==> src/rtl/ir_scan_sequencer.sv <==
// ir_scan_sequencer: IR capture/shift sequencing with length and opcode checks, BYPASS fallback.
// Optional bad-scan counter port err_count is enabled by defining IR_SEQ_ERRCNT_EN.
module ir_scan_sequencer #(
  parameter int IR_SIZE = 3,
  parameter int CNT_W = 4,
  parameter logic [2**IR_SIZE-1:0] LEGAL_MASK = 8'hBD
) (
  input  logic               clockIR,
  input  logic               reset_bar,
  input  logic               shiftIR,
  input  logic               scan_in,
  output logic               scan_out,
  output logic [IR_SIZE-1:0] instr_out,
  output logic               instr_valid,
  output logic               len_err,
  output logic               opcode_err,
  output logic [CNT_W-1:0]   bit_count
`ifdef IR_SEQ_ERRCNT_EN
  ,
  output logic [7:0]         err_count
`endif
);
  typedef enum logic [2:0] {IDLE, CAPTURED, SHIFT, EXACT, OVER} state_t;
  localparam logic [CNT_W-1:0] CNT_MAX = '1;
  localparam logic [CNT_W-1:0] IR_N = CNT_W'(IR_SIZE);
  state_t state_q, state_d;
  logic [IR_SIZE-1:0] scan_q, scan_d;
  logic [CNT_W-1:0] cnt_q, cnt_d, cnt_inc;
  logic last_err_q, last_err_d, err_next, legal;
`ifdef IR_SEQ_ERRCNT_EN
  logic [7:0] err_cnt_q, err_cnt_d;
`endif
  // State, scan register, counters; everything clears on async reset.
  always_ff @(posedge clockIR or negedge reset_bar) begin
    if (!reset_bar) begin
      state_q    <= IDLE;
      scan_q     <= '0;
      cnt_q      <= '0;
      last_err_q <= 1'b0;
`ifdef IR_SEQ_ERRCNT_EN
      err_cnt_q  <= '0;
`endif
    end else begin
      state_q    <= state_d;
      scan_q     <= scan_d;
      cnt_q      <= cnt_d;
      last_err_q <= last_err_d;
`ifdef IR_SEQ_ERRCNT_EN
      err_cnt_q  <= err_cnt_d;
`endif
    end
  end
  // Next state: a shift advances the scan and classifies its length; a capture reloads
  // the pattern carrying the verdict on the scan that just ended.
  always_comb begin
    legal      = LEGAL_MASK[scan_q];
    err_next   = (state_q == IDLE) ? last_err_q : (state_q == EXACT) ? !legal : 1'b1;
    cnt_inc    = (cnt_q == CNT_MAX) ? cnt_q : cnt_q + 1'b1;
    scan_d     = '0;
    scan_d[0]  = 1'b1;
    scan_d[2]  = err_next;
    cnt_d      = '0;
    state_d    = CAPTURED;
    last_err_d = err_next;
    if (shiftIR) begin
      scan_d     = {scan_in, scan_q[IR_SIZE-1:1]};
      cnt_d      = cnt_inc;
      state_d    = (cnt_inc < IR_N) ? SHIFT : (cnt_inc == IR_N) ? EXACT : OVER;
      last_err_d = last_err_q;
    end
`ifdef IR_SEQ_ERRCNT_EN
    err_cnt_d  = (!shiftIR && err_next && err_cnt_q != 8'hFF) ? err_cnt_q + 8'd1 : err_cnt_q;
`endif
  end
  assign scan_out    = scan_q[0];
  assign instr_valid = (state_q == EXACT) && legal;
  assign instr_out   = instr_valid ? scan_q : {IR_SIZE{1'b1}};
  assign len_err     = (state_q != EXACT) && (state_q != IDLE);
  assign opcode_err  = (state_q == EXACT) && !legal;
  assign bit_count   = cnt_q;
`ifdef IR_SEQ_ERRCNT_EN
  assign err_count   = err_cnt_q;
`endif
endmodule

==> config.mk <==
export PLATFORM = sky130hd
export DESIGN_NAME = ir_scan_sequencer
export DESIGN_NICKNAME = d
export VERILOG_FILES = /design/src/rtl/ir_scan_sequencer.sv
export SDC_FILE = /design/constraint.sdc
export NUM_CORES = 1
export LEC_CHECK = 0
export ABC_CLOCK_PERIOD_IN_PS = 1300
export CORE_UTILIZATION = 40
export DETAILED_ROUTE_END_ITERATION = 16
export GPL_TIMING_DRIVEN = 1
export PLACE_DENSITY = 0.71
export SETUP_SLACK_MARGIN = 0.4
export SLEW_MARGIN = 20
export SYNTH_ARGS = -nofsm -noshare
export SYNTH_HDL_FRONTEND = slang
export SYNTH_SLANG_ARGS = --single-unit
==> constraint.sdc <==
create_clock -name clockIR -period 1.3 [get_ports clockIR]
set_input_delay 0.26 -clock clockIR [delete_from_list [all_inputs] [get_ports clockIR]]
set_output_delay 0.26 -clock clockIR [all_outputs]
set_load 0.01 [all_outputs]
==> out/summary.txt, run 1 <==
Run status -> finished with violations
Failing checks -> setup timing
DRC -> 0
CP top delay family -> simple AND/OR/NAND/NOR gates
Peak Freq -> 0.5563 GHz
Total of max-cap violations -> 0
Setup slack, reg-to-reg -> -0.20 ns
Hold WC Path Type -> in -> async
RSZ-0062 raised after global routing -> yes
WP data arrival -> 1.54 ns
Drt pass-1 iters -> 4
Global Route Usage Sum -> 23.35%
Number of synthesized register bits -> 11
Top Layer Used -> met3
Period minus WS final -> 1.798 ns
Final Hold Fails -> 0
Post-synth ARST share -> 100.0%
Core ar. -> 1171 um2
Synth cell types -> 22
Static Leak -> 0.4869 nW
DP HPWL -> 945.8 um
Total wire length -> 1563 um
Critical Path RT -> 1.04 ns
Final Wtd Congestion -> 0.7067
Die outline width -> 38.46 um
ANT nets after route -> 0
Total die area -> 1479 um2
PnR worst setup slack -> -0.4977 ns
Dpl ws -> -0.5712 ns
Critical path class -> reg -> out
Mapped Cells -> 52
Clock slew at the register clock pins of the worst setup and hold paths -> 0.07 ns
# clock sinks -> 11
Final net count -> 99
H-Tree Depth -> 1
CTS root buffer -> clkbuf_4
Initial DRC Count -> 9
Worst r2r src -> scan_q[1]
Worst flop-to-flop path endpoint -> scan_q[2]
Mapped Area -> 531.8 um2
Placed cell areas -> 844.6 um2
Largest net degree at the start of global routing -> 9
Seq/Total Area, Yosys -> 51.76%
Synth top cells by count -> 11 x dfrtp_1, 6 x nor2_1, 4 x a21oi_1, 4 x nand2_1
Aggregate global routing overflow -> 0
Final core occ -> 88.57%
Mapped Nets -> 57
Clock Skew -> 0.001461 ns
# IOs -> 15
CTS buffer count -> 3
FILL cells -> 54
Initial Utilization -> 45.41%
Met2 Wirelength -> 885 um
Met1 wire length -> 643 um
Slew HR -> 85.31%
Layout cells sized above 1 -> 65.59%
Top cells by area, synth -> dfrtp_1 52%, nor2_1 4.2%, a21oi_1 3.8%
Routed wl met3 -> 35 um
Actual slew at the worst max-slew pin -> 0.2196 ns
CP max-delay cell -> dfrtp_1
WL/cell -> 14.61 um
Final setup vio count -> 8
Slowest stage delay, CP -> 0.38 ns
Longest Clk Path Bufs -> 2
Yosys warns -> 0
FP Rows -> 12
Cell taking the most area after synthesis -> dfrtp_1
Startpoint class of the critical path -> flip-flop
Most used cell, CP -> buf_6
Slew Viols, Final -> 0
Setup crit end kind -> output pin
Drt via density -> 5.112
Finished Cell Area -> 1037 um2
Input/output buffers -> 14
Hold Slack -> 0.2057 ns
Worst vdd ir -> 0.6986 mV
Top-area cell type share of the netlist area -> 51.76%
Period utilisation layout -> 138.3%
Number of flops mapped to enable cells by yosys -> 0
TritonCTS clock tree -> done
Global-route wire length before repair -> 2242 um
Main flop type after synthesis -> dfrtp_1
Initial antenna violation count -> 0
P&R area growth vs syn -> 95.06%
Count leader, synth -> dfrtp_1
Critical-path cell list -> or3b_1 -> and3b_2 -> buf_6 -> nand2b_4 -> buf_6
CTS Hold Bufs -> 0
Pwr dens -> 970.4 nW/um2
R2R depth -> 5
Worst-path maximum fanout -> 3
Vias in the first global route -> 524
Height of the die -> 38.46 um
Syn_area_per_cell -> 10.23 um2
# diodes -> 0
CP bufs+invs -> 2
Worst-skew pair later-pin latency -> 0.26 ns
Vias post-DR -> 547
WP depth -> 5
==> per-layer routing <==
| layer | vias to the layer above | track usage [%] |
|---|---|---|
| met3 | 0 | 5.233 |
| met2 | 11 | 41.10 |
| met4 | 0 | 7.759 |
| li1 | 263 | - |
| met1 | 273 | 27.97 |
| met5 | - | 0 |
==> worst max-delay path by stage <==
stage                        end       from
floorplan           instr_out[0]  scan_q[0]
global placement    instr_out[0]  scan_q[1]
detailed placement  instr_out[0]  scan_q[1]
CTS                 instr_out[0]  scan_q[2]
global route        instr_out[0]  scan_q[1]
finish              instr_out[0]  scan_q[1]
==> sequential cells by signal, indices dropped and copies added (netlist names) <==
register    cells
state_q         3
bit_count       4
scan_q          3
last_err_q      1
==> worst register-to-register path: stages (launching register included) <==
cell	delay [ns]
dfrtp_1	0.38
or3b_1	0.38
and3b_2	0.25
buf_12	0.13
buf_6	0.11
o31ai_4	0.17
==> repair_timing <==
| item | 4_1_cts | 5_1_grt |
|---|---|---|
| gates resized for setup | 65 | 8 |
| setup endpoints to repair | 20 | 21 |
| pin swaps | 7 | 5 |
| buffers inserted | 5 | 4 |
| gates cloned | 0 | 0 |
==> layout make-up <==
cell class,instances,area [um2],share of cell area [%]
Multi-Input combinational cell,37,350.3,33.78
Sequential cell,11,277.8,26.78
Clock inverter,1,5.005,0.4825
Tap cell,14,17.52,1.689
Inverter,3,11.26,1.086
Clock buffer,3,22.52,2.171
Timing Repair Buffer,38,352.8,34.02
==> report_power, final <==
part | switching, W | internal [W] | leakage, nW
sequential | 0.0000264 | 0.000374 | 0.132
clock | 0.000116 | 0.000114 | 0.0177
combinational | 0.000155 | 0.000221 | 0.337
==> logic make-up after synthesis <==
group                      after synthesis  synth area share (%)
adders and majority gates                1                 2.353
muxes                                    1                 1.882
xor gates and xnor gates                 2                 3.295
DFF                                     11                 51.76
buffers and inverters                    4                 4.235
and+or+nand+nor                         23                 22.82
AOI/OAI and AO/OA                       10                 13.65
==> cell usage in the layout, fill, tap and decap left out <==
cell type	Yosys	layout
o31ai_4	0	1
o211ai_1	1	1
xnor2_2	0	2
nor2_4	0	1
nand2_1	4	3
a21oi_4	0	1
nand2_4	0	1
nand3b_1	2	2
nand2b_4	0	2
or3_1	1	1
and3b_2	0	1
a211o_2	1	1
clkbuf_4	0	3
a21oi_1	4	2
inv_2	0	2
nand3_4	0	1
buf_12	0	1
ha_4	0	1
dfrtp_1	11	9
and2_4	0	1
clkdlybuf4s50_1	0	3
buf_4	0	13
buf_2	0	5
inv_1	3	1
nor3_1	2	1
clkinv_2	0	1
mux2i_2	0	1
o21a_1	1	1
or3b_1	1	1
nor3_2	0	1
a211oi_2	0	1
nand2b_1	3	1
nor2_1	6	5
buf_6	1	16
a21oi_2	0	1
nand3_2	0	1
a211oi_1	2	1
dfrtp_2	0	2
==> stage by stage <==
stage | total power [W] | TNS, ns | std cells
2_1_floorplan | 0.0005298 | -0.2998 | 52
3_3_place_gp | 0.0006719 | -2.714 | 94
3_5_place_dp | 0.0006786 | -2.809 | 94
4_1_cts | 0.0009651 | -2.509 | 103
5_1_grt | 0.001059 | -2.924 | 107
6_report | 0.001006 | -2.409 | 107
Power figures use the tool's default switching activity.
==> run 2, diff against run 1 <==
- ABC_CLOCK_PERIOD_IN_PS: 1300 -> unset
==> results of run 2 <==
No change in the layout: final DEF, timing and power equal those of run 1.
